**config.mk**
```make
export PLATFORM = sky130hd
export DESIGN_NAME = stack_ctrl_p
export DESIGN_NICKNAME = d
export VERILOG_FILES = /design/src/rtl/stack_ctrl_p_pkg.sv /design/src/rtl/stack_occ.sv /design/src/rtl/stack_ctrl_p.sv
export SDC_FILE = /design/constraint.sdc
export NUM_CORES = 1
export LEC_CHECK = 0
export ABC_AREA = 1
export BUFFER_PORTS_ARGS = -buffer_cell sky130_fd_sc_hd__buf_2
export CAP_MARGIN = 0
export CORE_MARGIN = 1.5
export CORE_UTILIZATION = 30
export DETAILED_ROUTE_END_ITERATION = 7
export GPL_TIMING_DRIVEN = 1
export REMOVE_ABC_BUFFERS = 1
export SLEW_MARGIN = 30
export SYNTH_ARGS = -nofsm -noshare
export SYNTH_HDL_FRONTEND = slang
export SYNTH_SLANG_ARGS = --single-unit
```
**constraint.sdc**
```tcl
create_clock -name clk -period 2.6 [get_ports clk]
set_clock_uncertainty 0.05 [all_clocks]
set_input_delay 0.52 -clock clk [delete_from_list [all_inputs] [get_ports clk]]
set_output_delay 0.52 -clock clk [all_outputs]
set_load 0.05 [all_outputs]
```
**src/rtl/stack_ctrl_p_pkg.sv**
```systemverilog
// Shared types for the stack-machine controller: state encoding, opcodes,
// ALU function selects and the operand-count guard used when decoding.
package stack_ctrl_p_pkg;

  typedef enum logic [3:0] {
    S_IF     = 4'd0,
    S_TOS    = 4'd1,
    S_RDMEM  = 4'd2,
    S_PSHMEM = 4'd3,
    S_POP1   = 4'd4,
    S_POP2   = 4'd5,
    S_LDB    = 4'd6,
    S_JMP    = 4'd7,
    S_LDA    = 4'd8,
    S_BR     = 4'd9,
    S_ALUNOT = 4'd10,
    S_ALU    = 4'd11,
    S_PSHRES = 4'd12,
    S_WRMEM  = 4'd13,
    S_FAULT  = 4'd14
  } state_t;

  localparam logic [2:0] OP_ADD  = 3'b000;
  localparam logic [2:0] OP_SUB  = 3'b001;
  localparam logic [2:0] OP_AND  = 3'b010;
  localparam logic [2:0] OP_NOT  = 3'b011;
  localparam logic [2:0] OP_PUSH = 3'b100;
  localparam logic [2:0] OP_POP  = 3'b101;
  localparam logic [2:0] OP_JMP  = 3'b110;
  localparam logic [2:0] OP_JZ   = 3'b111;

  localparam logic [1:0] ALU_ADD = 2'b00;
  localparam logic [1:0] ALU_SUB = 2'b01;
  localparam logic [1:0] ALU_AND = 2'b10;
  localparam logic [1:0] ALU_NOT = 2'b11;

  // True when the stack holds enough entries (or room) for the opcode.
  function automatic logic guard_ok(input logic [2:0] op, input logic room,
                                    input logic has_one, input logic has_two);
    logic ok;
    case (op)
      OP_PUSH:               ok = room;
      OP_POP, OP_NOT, OP_JZ: ok = has_one;
      OP_JMP:                ok = 1'b1;
      default:               ok = has_two;
    endcase
    return ok;
  endfunction

endpackage

```
**src/rtl/stack_occ.sv**
```systemverilog
// Stack occupancy counter with the capacity/operand-count flags that the
// controller checks before committing to an instruction.
module stack_occ #(
  parameter int DEPTH = 16,
  localparam int CW = $clog2(DEPTH + 1)
) (
  input  logic          clk,
  input  logic          rst_n,
  input  logic          push,
  input  logic          pop,
  output logic [CW-1:0] sp_cnt,
  output logic          room,
  output logic          has_one,
  output logic          has_two
);

  localparam logic [CW-1:0] DEPTH_C = CW'(DEPTH);
  localparam logic [CW-1:0] TWO_C   = CW'(2);

  assign room    = sp_cnt < DEPTH_C;
  assign has_one = sp_cnt != '0;
  assign has_two = sp_cnt >= TWO_C;

  // Saturating: the guards should already prevent overrun, this is a backstop.
  always_ff @(posedge clk or negedge rst_n) begin
    if (!rst_n) begin
      sp_cnt <= '0;
    end else if (push && !pop && room) begin
      sp_cnt <= sp_cnt + 1'b1;
    end else if (pop && !push && has_one) begin
      sp_cnt <= sp_cnt - 1'b1;
    end
  end

endmodule

```
**src/rtl/stack_ctrl_p.sv**
```systemverilog
// Moore control FSM for a small stack machine datapath; stack overflow or
// underflow detected at decode parks the FSM in FAULT until reset.
module stack_ctrl_p
  import stack_ctrl_p_pkg::*;
#(
  parameter int DEPTH   = 16,
  parameter int WAIT_EN = 1
) (
  input  logic                       clk,
  input  logic                       rst_n,
  input  logic [2:0]                 opcode,
  input  logic                       mem_ready,
  output logic                       IorD,
  output logic                       srcA,
  output logic                       srcB,
  output logic                       lda,
  output logic                       ldb,
  output logic                       PCsrc,
  output logic                       PCwrite,
  output logic                       memRead,
  output logic                       IRwrite,
  output logic                       tos,
  output logic                       pop,
  output logic                       push,
  output logic                       MtoS,
  output logic                       PCwriteCond,
  output logic                       memWrite,
  output logic [1:0]                 ALUop,
  output logic [$clog2(DEPTH+1)-1:0] sp_cnt,
  output logic                       fault,
  output logic [3:0]                 state
);

  state_t state_q, state_d;
  logic   rdy;
  logic   room, has_one, has_two;

  assign rdy   = (WAIT_EN != 0) ? mem_ready : 1'b1;
  assign state = state_q;
  assign fault = (state_q == S_FAULT);

  stack_occ #(.DEPTH(DEPTH)) u_occ (
    .clk     (clk),
    .rst_n   (rst_n),
    .push    (push),
    .pop     (pop),
    .sp_cnt  (sp_cnt),
    .room    (room),
    .has_one (has_one),
    .has_two (has_two)
  );

  always_ff @(posedge clk or negedge rst_n) begin
    if (!rst_n) state_q <= S_IF;
    else        state_q <= state_d;
  end

  always_comb begin
    state_d     = state_q;
    IorD        = 1'b0;
    srcA        = 1'b0;
    srcB        = 1'b0;
    lda         = 1'b0;
    ldb         = 1'b0;
    PCsrc       = 1'b0;
    PCwrite     = 1'b0;
    memRead     = 1'b0;
    IRwrite     = 1'b0;
    tos         = 1'b0;
    pop         = 1'b0;
    push        = 1'b0;
    MtoS        = 1'b0;
    PCwriteCond = 1'b0;
    memWrite    = 1'b0;
    ALUop       = ALU_ADD;
    case (state_q)
      S_IF: begin
        memRead = 1'b1;
        PCwrite = rdy;
        IRwrite = rdy;
        if (rdy) state_d = S_TOS;
      end
      S_TOS: begin
        tos = 1'b1;
        if (!guard_ok(opcode, room, has_one, has_two)) state_d = S_FAULT;
        else if (opcode == OP_PUSH)                    state_d = S_RDMEM;
        else if (opcode == OP_JMP)                     state_d = S_JMP;
        else if (opcode == OP_JZ)                      state_d = S_BR;
        else                                           state_d = S_POP1;
      end
      S_RDMEM: begin
        IorD    = 1'b1;
        memRead = 1'b1;
        if (rdy) state_d = S_PSHMEM;
      end
      S_PSHMEM: begin
        MtoS    = 1'b1;
        push    = 1'b1;
        state_d = S_IF;
      end
      S_JMP: begin
        PCsrc   = 1'b1;
        PCwrite = 1'b1;
        state_d = S_IF;
      end
      S_BR: begin
        PCsrc       = 1'b1;
        PCwriteCond = 1'b1;
        state_d     = S_IF;
      end
      S_POP1: begin
        pop     = 1'b1;
        state_d = S_LDA;
      end
      S_LDA: begin
        lda = 1'b1;
        if (opcode == OP_POP)      state_d = S_WRMEM;
        else if (opcode == OP_NOT) state_d = S_ALUNOT;
        else                       state_d = S_POP2;
      end
      S_POP2: begin
        pop     = 1'b1;
        state_d = S_LDB;
      end
      S_LDB: begin
        ldb     = 1'b1;
        state_d = S_ALU;
      end
      S_ALU: begin
        ALUop   = opcode[1:0];
        state_d = S_PSHRES;
      end
      S_ALUNOT: begin
        ALUop   = ALU_NOT;
        state_d = S_PSHRES;
      end
      S_PSHRES: begin
        push    = 1'b1;
        state_d = S_IF;
      end
      S_WRMEM: begin
        IorD     = 1'b1;
        memWrite = rdy;
        if (rdy) state_d = S_IF;
      end
      S_FAULT: state_d = S_FAULT;
      default: state_d = S_FAULT;
    endcase
  end

endmodule

```
=== Yosys cells after proc, flatten, opt, wreduce, memory -nomap -nowiden ===
Index checks and enable logic that the tools add are counted.

* Word-level logic and storage cells: 74
* Register bits after elaboration: 9

* Mux-type cells: 28
* Reduce and logical (&&, ||, !) cells: 18
* Equality and inequality tests: 22
* $lt $le $gt $ge: 2
* Add/sub/neg operators: 2

{| class="wikitable"
|+ Operator list
! operator !! number
|-
| $pmux 4 s10 || 1
|-
| $mux 4 || 9
|-
| $eq 4x4->1 const B || 7
|-
| $eq 4x3->1 const B || 4
|-
| $mux 1 || 13
|-
| $eq 3x3->1 const B || 4
|-
| $reduce_or 2->1 || 6
|-
| $mux 5 || 2
|-
| $eq 4x2->1 const B || 2
|-
| $ne 2x2->1 const B || 3
|-
| $add 5x1->5 const B || 1
|-
| $ge 5x2->1 const B || 1
|-
| $lt 5x5->1 const B || 1
|-
| $reduce_bool 5->1 || 1
|-
| $sub 5x1->5 const B || 1
|-
| $eq 4x1->1 const B || 1
|-
| $logic_and 1x1->1 || 4
|-
| $logic_not 4->1 || 1
|-
| $pmux 2 s2 || 1
|-
| $reduce_or 4->1 || 1
|-
| $eq 3x2->1 const B || 1
|-
| $pmux 1 s3 || 1
|-
| $reduce_and 3->1 || 1
|-
| $reduce_or 3->1 || 1
|-
| other kinds (3) || 4
|}

=== Depth between registers and ports, before layout ===
Gate-level depths: netlist of run 1.

* Depth after elaboration: 8
* Mapped depth: 12
* Mapped depth without buffers: 11

=== Cells and area by module ===
From an unflattened synthesis of run 1, not the netlist that was laid out.

* Cell total of the unflattened synthesis: 163
* Area, all modules: 989.7 µm²

{| class="wikitable"
|+ Modules (own cells, without submodules)
! module !! times used !! seq. area each (µm²) !! cells an instance !! area an instance (µm²)
|-
| stack_ctrl_p || 1 || 100.1 || 108 || 575.6
|-
| stack_occ || 1 || 125.1 || 55 || 414.1
|}

=== Worst setup path after synthesis of run 1 ===
OpenSTA, ideal clock, no wires.

* Path kind: register to output
* Start point: register state_q[3], in the netlist state[3]
* End point: output port PCwrite
* Arrival: 2.143 ns
* Slack: -0.113 ns
* Data required time: 2.030 ns
* Cell stages (with the launch flop): 5
* Path through: dfrtp_1 buf_6 nor2_2 nand3_1 o21ai_0

* Word-level cells in the longest chain between the ends: 2
* Elaborated cells between the ends (all ways): 3
* Those cells by class: eq/ne: 1; mux: 1; reduce/logical: 1

{| class="wikitable"
|+ RTL lines
! item !! line !! text
|-
| from (decl) || stack_ctrl_p.sv:34 || <nowiki>state_t state_q, state_d;</nowiki>
|-
| from (signal assigned) || stack_ctrl_p.sv:55 || <nowiki>else state_q <= state_d;</nowiki>
|-
| $eq 4x3->1 / $logic_not 4->1 (equally long branches) || stack_ctrl_p.sv:76 || <nowiki>case (state_q)</nowiki>
|-
| $pmux 1 s2 (*) || stack_ctrl_p.sv:76 ||
|-
| to (decl) || stack_ctrl_p.sv:19 || <nowiki>output logic PCwrite,</nowiki>
|}

Mark *: on every way between the ends. The rest lies on a longest branch, timed or not.

=== Worst setup path in the final report of run 1 ===
Same ends and word-level chain as after synthesis.

==> impl_summary.md, run 1 <==
Setup path
Data on the critical path is required at its endpoint by 2.03 ns. The number of cells on the worst reg-to-reg path is 10. STA classifies the critical path startpoint as a register. The critical path starts at state[3].

The worst register-to-register path has a setup slack of 0.57 ns. Together, buffers and inverters on the worst path number 1. On the critical path the largest part of the delay comes from flip-flops. The maximum net fanout on the critical path is 9.

The setup path with the least slack is of type reg -> out. Walking the worst path, the cells encountered are nor2_2 -> nand3_1 -> o21ai_0 -> buf_2. The reg-to-reg endpoint is u_occ.sp_cnt[4]. The startpoint identified for the worst register-to-register timing path is state[1].

Data arrives at the worst endpoint at 1.53 ns. The worst setup path is captured at a primary output. The critical-path cell with the highest stage delay is sky130_fd_sc_hd__dfrtp_1. The largest single stage delay on the critical path is 0.50 ns. The critical path crosses 4 cells after its start point.

STA
The count of final max-slew check failures came to 0. The final worst hold slack is 0.0538 ns. Setup violations remaining at the end of the flow were counted as 0. The worst path needs ~2.1 ns of the cycle, external delays included. The maximum clock frequency is 0.476 GHz. The count of final hold-check violations came to 0.

The final critical-path share of the clock period is 0.809. Setup repair after global routing left no endpoint under its margin.

Layout
The antenna diode count is 0. The area growth from synthesis to final layout is 19.8%. The post-route cell area is 0.00110 mm2. The share of post-route cells with drive strength above 1 is 0.261. The number of nets at the end of the flow is 187.

Route
The post-route DRC violation count is 5. The first routing iteration left 45 violations. The antenna violation net count after detailed routing is 0. The routed layout has 973 vias. The wire length per cell is 11.1 um. After detailed routing, the number of vias per cell comes to between 4 and 5. The first detailed-routing pass took 6 iterations. Wires add up to 2290 um.

Clock network
The count of instances resized after the clock tree is built is 0. Buffers inserted during clock tree synthesis total 3. The hold buffer count at CTS is 0. The clock insertion delay at the later pin of the skew report is roughly 0.25 ns.

CTS saw 9 sinks. The CTS root buffer is sky130_fd_sc_hd__clkbuf_4. The CTS tree is built. CTS built an H-tree with a depth of 1. In this run the post-CTS setup repair buffer count came out at 0. In this run the deepest clock path goes through 2 buffers. The clock-pin slew reported for the worst setup and hold paths after clock tree synthesis is 0.06 ns.

Worst hold path
The tightest min-delay check is of the in -> async type.

Floorplan
The die extent in x is between 50 and 60 um. The core region is 0.00283 mm2. During I/O placement, the number of pins put on the boundary was 33.

The area of the die is 0.00340 mm2. The overall die height is just under 60 um. For this configuration, the core starts out at a cell density of 0.324.

The cell row count is 19.

Synthesis
The dominant cell type by area after synthesis is sky130_fd_sc_hd__dfrtp_1. By area the synthesized netlist is led by sky130_fd_sc_hd__dfrtp_1, sky130_fd_sc_hd__nand2_1, sky130_fd_sc_hd__inv_1. The fraction of the yosys area taken by sequential cells is 0.246. The instance count of the mapped netlist is 145. The count of state elements after synthesis is 9. In this run the mean area of a mapped cell was 6.33 um2.

The share of Yosys cell area claimed by the top area cell type is 0.246. The cell area after synthesis is approximately 900 um2. Yosys printed 0 warnings. The distinct cell type count after synthesis is 23.

Global route
The number of antenna violations at the first check in global routing is 0. The via count of the first global-routing pass was 861. The global-route wire length before repair is 3660 um. The overall track demand over capacity in global routing is 0.139. Entering global routing, the biggest net connects 11 pins. The remaining global-route overflow is 0.

Pwr
The power per unit of standard cell area is about 250 mW/mm2. The worst-case IR drop observed on VDD is 0.234 mV. The sum of internal, switching and leakage power is 0.273 mW. Summed over all cells, the static leakage comes to 0.696 nW.

Place
Summing all placed instances gives a cell area of 0.00107 mm2. At the end of routability-driven placement, the weighted congestion stood at between 0.9 and 1. The post-detailed-placement half-perimeter wirelength is between 1500 and 2000 um.

The number of port buffers is 30.

Run status
The final reports fail on design-rule violations. The flow ran to the end, but the final reports show violations.

Run
Max-cap violations in this run came to 0.
placed cells by master, fill, tap and decap left out:
cell / synthesis / routed
sky130_fd_sc_hd__a21oi_1: 9 / 9
sky130_fd_sc_hd__buf_2: 0 / 30
sky130_fd_sc_hd__clkbuf_1: 0 / 1
sky130_fd_sc_hd__clkbuf_4: 0 / 3
sky130_fd_sc_hd__conb_1: 1 / 2
sky130_fd_sc_hd__dfrtp_1: 9 / 9
sky130_fd_sc_hd__fa_1: 1 / 1
sky130_fd_sc_hd__ha_1: 3 / 3
sky130_fd_sc_hd__inv_1: 23 / 23
sky130_fd_sc_hd__inv_2: 3 / 3
sky130_fd_sc_hd__nand2_1: 36 / 36
sky130_fd_sc_hd__nand2_2: 4 / 4
sky130_fd_sc_hd__nand2_4: 2 / 2
sky130_fd_sc_hd__nand3_1: 14 / 14
sky130_fd_sc_hd__nand4_1: 1 / 1
sky130_fd_sc_hd__nor2_1: 17 / 17
sky130_fd_sc_hd__nor2_2: 2 / 2
sky130_fd_sc_hd__nor2_4: 1 / 1
sky130_fd_sc_hd__nor3_1: 3 / 3
sky130_fd_sc_hd__o21ai_0: 6 / 6
sky130_fd_sc_hd__o21ai_4: 1 / 1
sky130_fd_sc_hd__o31ai_1: 1 / 1
sky130_fd_sc_hd__xnor2_1: 1 / 1
sky130_fd_sc_hd__xor2_1: 3 / 3
routing by layer:
layer / share of wire / track usage
met5: 0 / 0
met2: 0.48 / 0.236
met3: 0.068 / 0.0462
met1: 0.44 / 0.173
met4: 0.0061 / 0.0233
worst max path at each step:
| stage | to | slack [ns] |
|---|---|---|
| after floorplan | IorD | -0.13 |
| after global placement | u_occ.sp_cnt[4] | 0.60 |
| after detailed placement | u_occ.sp_cnt[4] | 0.59 |
| after CTS | PCwrite | 0.48 |
| after global routing | PCwrite | 0.38 |
| final | PCwrite | 0.50 |
Yosys cell counts, drive strengths merged:
master  count
nand2      42
inv        26
nor2       20
nand3      14
a21oi       9
dfrtp       9
o21ai       7
buf         4
ha          3
nor3        3
xor2        3
conb        1
fa          1
nand4       1
o31ai       1
xnor2       1
layout make-up:
| cell class | instances | area [um2] |
|---|---|---|
| inverter | 26 | 97.6 |
| multi-input combinational | 107 | 561 |
| sequential | 9 | 225 |
| tap | 31 | 38.8 |
| timing repair buffer | 30 | 150 |
| fill | 317 | 1730 |
| clock buffer | 4 | 26.3 |
logic make-up (layout without fill, tap and decap cells):
kind of cell,count (synthesis),count (layout),synth area share
AOI/OAI and AO/OA,17,17,0.108
buffers and inverters,30,60,0.147
DFF,9,9,0.246
other,1,2,0.00409
and+or+nand+nor,80,80,0.394
xor gates and xnor gates,4,4,0.0382
adders and majority gates,4,4,0.0628
worst register-to-register path, delay by kind of cell (launching register included):
family / cells / cell delay, ns
buffers and inverters: 2 / 0.15
and+or+nand+nor: 3 / 0.29
xor gates and xnor gates: 1 / 0.13
DFF: 1 / 0.57
adders and majority gates: 1 / 0.40
AOI/OAI and AO/OA: 3 / 0.35
stage by stage:
| step | setup TNS, ns | utilization | setup WS (ns) | cells |
|---|---|---|---|---|
| final | 0 | 0.388 | 0.498 | 207 |
| after global routing | 0 | 0.388 | 0.375 | 207 |
| after CTS | 0 | 0.388 | 0.476 | 207 |
| after detailed placement | 0 | 0.379 | 0.586 | 203 |
| after global placement | 0 | 0.379 | 0.605 | 203 |
| after floorplan | -0.200 | - | -0.134 | 142 |
report_power, final:
group | total (mW) | internal, mW | switching [mW]
logic | 0.0287 | 0.00704 | 0.0216
registers | 0.140 | 0.140 | 0
clock network | 0.104 | 0.0589 | 0.0449
state kept, by name, summed over array words and instances, names as in the netlist:
register,flops
u_occ.sp_cnt,5
state,4
No activity file was read; power rests on OpenSTA's default activity.
==> run 2, diff against run 1 <==
--- a/config.mk
+++ b/config.mk
@@ -5,7 +5,7 @@
 export SDC_FILE = /design/constraint.sdc
 export NUM_CORES = 1
 export LEC_CHECK = 0
-export ABC_AREA = 1
+export ABC_AREA = 0
 export BUFFER_PORTS_ARGS = -buffer_cell sky130_fd_sc_hd__buf_2
 export CAP_MARGIN = 0
 export CORE_MARGIN = 1.5
==> constraint.sdc (replaced) <==
create_clock -name clk -period 1.73 [get_ports clk]
set_clock_uncertainty 0.05 [all_clocks]
set_input_delay 0.346 -clock clk [delete_from_list [all_inputs] [get_ports clk]]
set_output_delay 0.346 -clock clk [all_outputs]
set_load 0.05 [all_outputs]
==> impl_summary.md, run 2 <==
Run status
The run finished, with violations left. The checks that failed: negative setup slack.

Clock network
The number of buffers inserted during clock tree synthesis is 3 (unchanged). The CTS root buffer is sky130_fd_sc_hd__clkbuf_4. The clock-pin slew reported for the worst setup and hold paths after clock tree synthesis was 0.07 ns (about the same). The maximum buffer depth of the clock tree is 2 (unchanged). The sink count of the clock tree is 9 (unchanged).

The clock insertion delay at the later pin of the skew report was 0.27 ns (+0.02 ns). The depth of the CTS H-tree is 1 (unchanged). The CTS tree is built.

Place
The final weighted congestion in routability-driven placement is 0.884 (-3.1%). The number of port buffers was 30 (unchanged). The post-detailed-placement half-perimeter wirelength is 2280 um (+19%).

Layout
The most flop-heavy register is u_occ.sp_cnt. The antenna diode count came to 0 (unchanged). The utilization after layout is 0.501 (+0.113). The number of flip-flops under the largest register name is 5 (unchanged). The area growth from synthesis to final layout is 61.3%. The final-layout fill cell count is 327 (+3.2%). In the layout the commonest cells are sky130_fd_sc_hd__buf_4, sky130_fd_sc_hd__buf_2, sky130_fd_sc_hd__buf_6. The share of post-route cells with drive strength above 1 is 0.522 (+0.261).

The number of nets at the end of the flow is 193 (+3.2%). The most common cell after layout, fill and taps aside is sky130_fd_sc_hd__buf_4.

Setup path
The most critical setup path has its endpoint at u_occ.sp_cnt[4]. The worst register-to-register path ends at u_occ.sp_cnt[4]. The worst path required time came to 1.86 ns (-0.17 ns).

The signal on the critical path passes through and4bb_2 -> a31oi_4 -> or2_4 -> inv_2 -> fa_2 -> nand2b_4 -> o2bb2ai_4 -> a21bo_2 -> o211ai_1. The slack of the worst reg-to-reg path is -0.37 ns (-0.94 ns). The worst setup path is launched from a register.

The critical-path cell with the highest stage delay is sky130_fd_sc_hd__dfrtp_1. The maximum net fanout on the critical path is 3 (-6). Tracing the worst setup path back leads to its startpoint at state[1]. The delay of the slowest cell on the worst path came to 0.41 ns (-0.09 ns).

The worst setup path is of the reg -> reg kind. The worst setup path is captured at a register. The arrival time reported for the critical path endpoint is 2.23 ns (+0.70 ns). In this run the critical register-to-register path is launched from state[1]. The count of cells along the worst register-to-register path came to 9 (-1).

STA
The count of final max-slew check failures was 0 (unchanged). The setup TNS after final layout is -2.78 ns (-2.78 ns). The final-report setup violation count came to 20 (+20). The count of final hold-check violations was 0 (unchanged). Static timing analysis puts the maximum clock frequency at 0.476 GHz. The final critical-path share of the clock period is 1.21. The final worst setup slack is -0.371 ns (-0.869 ns). The time the final worst path needs with I/O delays and setup is around 2.1 ns. Setup repair after global routing could not meet its margin everywhere. The final worst hold slack is 0.402 ns (+0.348 ns).

Synthesis
The largest total area in the synthesized netlist belongs to sky130_fd_sc_hd__dfrtp_1. The share of Yosys cell area claimed by the top area cell type was 0.217 (-0.0284). Among all cell types in the netlist, the one instantiated most often is sky130_fd_sc_hd__inv_1. The distinct cell type count after synthesis came to 48 (+110%). The count of state elements after synthesis came to 9 (unchanged).

The count of yosys warnings during synthesis is 0 (unchanged). By area the synthesized netlist is led by sky130_fd_sc_hd__dfrtp_1, sky130_fd_sc_hd__a21oi_1, sky130_fd_sc_hd__ha_1. The synthesized area per cell is 8.10 um2 (+28%).

The cell area after synthesis is 0.00104 mm2 (+13%). The number of synthesized flops with an enable pin is 0 (unchanged). The instance count of the mapped netlist came to 128 (-12%). The proportion of register bits with asynchronous set or reset after synthesis is 1.00 (unchanged).

The leading register cell type out of synthesis is sky130_fd_sc_hd__dfrtp_1. The fraction of the yosys area taken by sequential cells is 0.217 (-0.0284). In the synthesized netlist, the cells that appear most often are sky130_fd_sc_hd__inv_1, sky130_fd_sc_hd__dfrtp_1, sky130_fd_sc_hd__nor2_1, sky130_fd_sc_hd__a21oi_1, sky130_fd_sc_hd__nand2_1.

Route
The via density per instance was 5.02 (+6.7%). The number of detailed-route iterations in the first pass is 4 (-2). The wire length per cell came to 14.4 um (+30%). The total wire length after detailed routing is 3280 um (+43%). The post-route DRC violation count is 0 (-5). The overall via count from detail_route is 1144 (+18%).

The antenna violation net count after detailed routing came to 0 (unchanged). The count of routing violations after the opening detailed-route iteration came to 93 (+110%).

Floorplan
The area of the core is 0.00334 mm2 (+18%). The I/O pin total was 33 (unchanged). The overall die height is 61.8 um (+6.0%).

The cell row count was 21 (+2). The die extent in x is 61.8 um (+6.0%). The initial cell density of the core is 0.311 (-0.0134). The area of the die is 0.00382 mm2 (+12%).

Global route
The global-route wire length before repair is 5070 um (+38%). The remaining global-route overflow came to 0 (unchanged). The via count of the first global-routing pass came to 1098 (+28%).

The pin count of the biggest net entering global routing came to 21 (+10). The number of antenna violations at the first check in global routing is 0 (unchanged). The overall track demand over capacity in global routing is 0.183 (+0.0439).

Run
The max-capacitance violation count came to 0 (unchanged).

Worst hold path
The tightest min-delay check is of the in -> async type.
-- run 2: per-stage QoR --
stage / worst slack (ns) / cells / area, um2
CTS: -0.364 / 225 / 1600
global route: -0.445 / 228 / 1670
global placement: -0.403 / 218 / 1360
detailed placement: -0.465 / 218 / 1360
finish: -0.371 / 228 / 1670
floorplan: -1.33 / 116 / 955
-- run 2: worst min path at each step --
stage           from               to  slack [ns]  cells after the start
3_5_place_dp   rst_n  u_occ.sp_cnt[1]        0.16                      1
4_1_cts        rst_n  u_occ.sp_cnt[0]        0.41                      2
2_1_floorplan  rst_n         state[0]      0.0004                      0
3_3_place_gp   rst_n  u_occ.sp_cnt[0]        0.16                      1
5_1_grt        rst_n  u_occ.sp_cnt[1]        0.42                      2
6_report       rst_n  u_occ.sp_cnt[0]        0.40                      2
-- run 2: final cells by class --
cell class                      instances  area [um2]  area share
Clock buffer                            4        26.3      0.0157
Inverter                               10        37.5      0.0224
Timing Repair Buffer                   62         485       0.290
Sequential cell                         9         226       0.135
Tap cell                               46        57.6      0.0344
Multi-Input combinational cell         97         840       0.502
-- run 2: kinds of logic (layout without fill, tap and decap cells) --
family | count (synthesis) | in the layout | synth area share
AO/OA/AOI/OAI | 35 | 35 | 0.252
XOR/XNOR | 4 | 4 | 0.0338
adder cells (fa/ha/maj) | 4 | 4 | 0.0555
buffers and inverters | 23 | 76 | 0.119
flip-flops | 9 | 9 | 0.217
multiplexers | 3 | 3 | 0.0386
other | 1 | 2 | 0.00362
AND/OR/NAND/NOR | 49 | 49 | 0.280
-- run 2: repair_timing --
item,CTS,global route
hold buffers,1,0
pin swaps,13,5
resized for setup,45,13
endpoints found under the setup margin,22,21
hold endpoints to repair,9,0
buffers inserted,2,3
-- run 2: layer usage --
layer	vias up	global-route usage	part of all wire
li1	566	-	-
met1	538	0.212	0.43
met2	34	0.331	0.52
met3	6	0.0207	0.028
met4	0	0.0881	0.023
met5	-	0	0
-- run 2: critical path: cells and delay by family, from the launching register on --
family,cells,cell delay (ns)
flops,1,0.41
buf+inv,1,0.04
fa+ha+maj,1,0.34
compound gates,4,0.57
simple gates,3,0.62
Power of run 2 is left out: the tool's default activity adds up to more than one toggle a clock period on the data nets, which glitch-free logic cannot reach.
==> run 3, diff against run 2 <==
--- a/config.mk
+++ b/config.mk
@@ -12,6 +12,7 @@
 export CORE_UTILIZATION = 30
 export DETAILED_ROUTE_END_ITERATION = 7
 export GPL_TIMING_DRIVEN = 1
+export MAX_ROUTING_LAYER = met4
 export REMOVE_ABC_BUFFERS = 1
 export SLEW_MARGIN = 30
 export SYNTH_ARGS = -nofsm -noshare
==> impl_summary.md, run 3 (synthesis results as in run 2) <==
Run status
The flow ran to the end, but the final reports show violations. The checks that failed: negative setup slack.

Place
The post-detailed-placement half-perimeter wirelength is 2280 um (unchanged). The number of port buffers is 30 (unchanged). The pre-CTS worst setup slack is -0.465 ns (unchanged). The final weighted congestion in routability-driven placement came to 0.899 (+1.7%).

The cell area after placement is 0.00136 mm2 (unchanged).

Setup path
The arrival time reported for the critical path endpoint is 2.23 ns (about the same). The cell family with the largest share of critical-path delay is simple AND/OR/NAND/NOR gates. The startpoint of the worst setup timing path is state[1]. The critical path is of the reg -> reg type.

The worst register-to-register path begins at state[1]. The delay of the slowest cell on the worst path was 0.41 ns (about the same). The buffering stage count on the worst path with inverters included is 1 (unchanged). STA classifies the critical path startpoint as a register. The count of cells along the worst register-to-register path is 9 (unchanged). The worst path required time is 1.86 ns (about the same). The worst setup path is captured at a register.

The slack of the worst reg-to-reg path is -0.37 ns (about the same). The number of logic stages on the critical path including buffering is 9 (unchanged). The largest individual stage delay along the critical path comes from the cell sky130_fd_sc_hd__dfrtp_1. Walking the worst path, the cells encountered are and4bb_2 -> a31oi_4 -> or2_4 -> inv_2 -> fa_2 -> nand2b_4 -> o2bb2ai_4 -> a21bo_2 -> o211ai_1. The maximum net fanout on the critical path is 3 (unchanged).

Clock network
The tree is rooted in a sky130_fd_sc_hd__clkbuf_4. The CTS tree is built. The maximum buffer depth of the clock tree is 2 (unchanged). The sink count of the clock tree is 9 (unchanged).

The clock-pin slew reported for the worst setup and hold paths after clock tree synthesis is 0.07 ns (about the same). The depth of the CTS H-tree is 1 (unchanged). The number of buffers inserted during clock tree synthesis is 3 (unchanged).

The clock insertion delay at the later pin of the skew report is 0.27 ns (about the same).

Floorplan
The area of the core came to 0.00334 mm2 (unchanged). The die extent in x was 61.8 um (unchanged). The cell row count is 21 (unchanged). The initial cell density of the core came to 0.311 (unchanged). The area of the die is 0.00382 mm2 (unchanged). The overall die height came to 61.8 um (unchanged). The I/O pin total was 33 (unchanged).

STA
The count of final hold-check violations is 0 (unchanged). The setup TNS after final layout was -2.76 ns (+0.0173 ns). Setup repair after global routing could not meet its margin everywhere. The time the final worst path needs with I/O delays and setup is 2.10 ns (-0.00371 ns). The count of final max-slew check failures is 0 (unchanged). The final critical-path share of the clock period came to 1.21 (-0.00215). The final worst setup slack was -0.367 ns (+0.00371 ns). The final-report setup violation count is 20 (unchanged). The final worst hold slack is 0.402 ns (+0.000286 ns). The maximum clock frequency is 0.477 GHz (+0.18%).

Route
The post-route DRC violation count is 0 (unchanged). The via density per instance is 5.02 (about the same). The antenna violation net count after detailed routing is 0 (unchanged).

The overall via count from detail_route is 1145 (+0.087%). The wire length per cell is 14.3 um (-0.58%). The count of routing violations after the opening detailed-route iteration came to 82 (-12%).

The total wire length after detailed routing is 3270 um (-0.58%). The number of detailed-route iterations in the first pass was 4 (unchanged).

Layout
The antenna diode count is 0 (unchanged). The area growth from synthesis to final layout was 61.3% (unchanged). The post-route cell area is 0.00167 mm2 (unchanged). The number of flip-flops under the largest register name came to 5 (unchanged). The number of nets at the end of the flow came to 193 (unchanged). Leaving out fill and tap cells, the most frequent cells in the layout are sky130_fd_sc_hd__buf_4, sky130_fd_sc_hd__buf_2, sky130_fd_sc_hd__buf_6.

Ranked by flip-flop count, first place goes to u_occ.sp_cnt. The share of post-route cells with drive strength above 1 is 0.522 (unchanged). The most common cell after layout, fill and taps aside is sky130_fd_sc_hd__buf_4.

Global route
The pin count of the biggest net entering global routing is 21 (unchanged). The via count of the first global-routing pass is 1102 (+0.36%). The global-route wire length before repair is 5090 um (+0.41%). The remaining global-route overflow is 0 (unchanged). The overall track demand over capacity in global routing is 0.188 (+0.00563). The number of antenna violations at the first check in global routing was 0 (unchanged).

Run
The max-capacitance violation count came to 0 (unchanged).

Worst hold path
The path class of the tightest hold or removal check is in -> async.
-- run 3: metrics by stage --
stage | instances | util
5_1_grt | 228 | 0.501
2_1_floorplan | 116 | -
3_3_place_gp | 218 | 0.407
6_report | 228 | 0.501
4_1_cts | 225 | 0.481
3_5_place_dp | 218 | 0.407
-- run 3: layout make-up --
cell class,instances,area (um2)
fill,327,1660
inverter,10,37.5
tap,46,57.6
sequential,9,226
clock buffer,4,26.3
timing repair buffer,62,485
multi-input combinational,97,840
-- run 3: final timing paths --
kind | to
worst max-delay path | u_occ.sp_cnt[4]
worst min-delay path | u_occ.sp_cnt[0]
worst max register to register | u_occ.sp_cnt[4]
worst min register to register | u_occ.sp_cnt[0]
max in group asynchronous | u_occ.sp_cnt[1]
min in group clk | state[1]
-- run 3: what timing repair did --
item                       in CTS  in global routing
setup endpoints to repair      22                 21
setup buffers                   2                  3
pin swaps                      13                  5
hold buffers                    1                  0
hold endpoints to repair        9                  0
resized for setup              45                 13
-- run 3: per-layer routing --
| layer | track usage | wire [um] |
|---|---|---|
| met5 | - | 0 |
| met4 | 0.0881 | 76 |
| met3 | 0.0207 | 103 |
| met2 | 0.332 | 1700 |
| met1 | 0.211 | 1390 |
Power of run 3 is left out for the same reason.
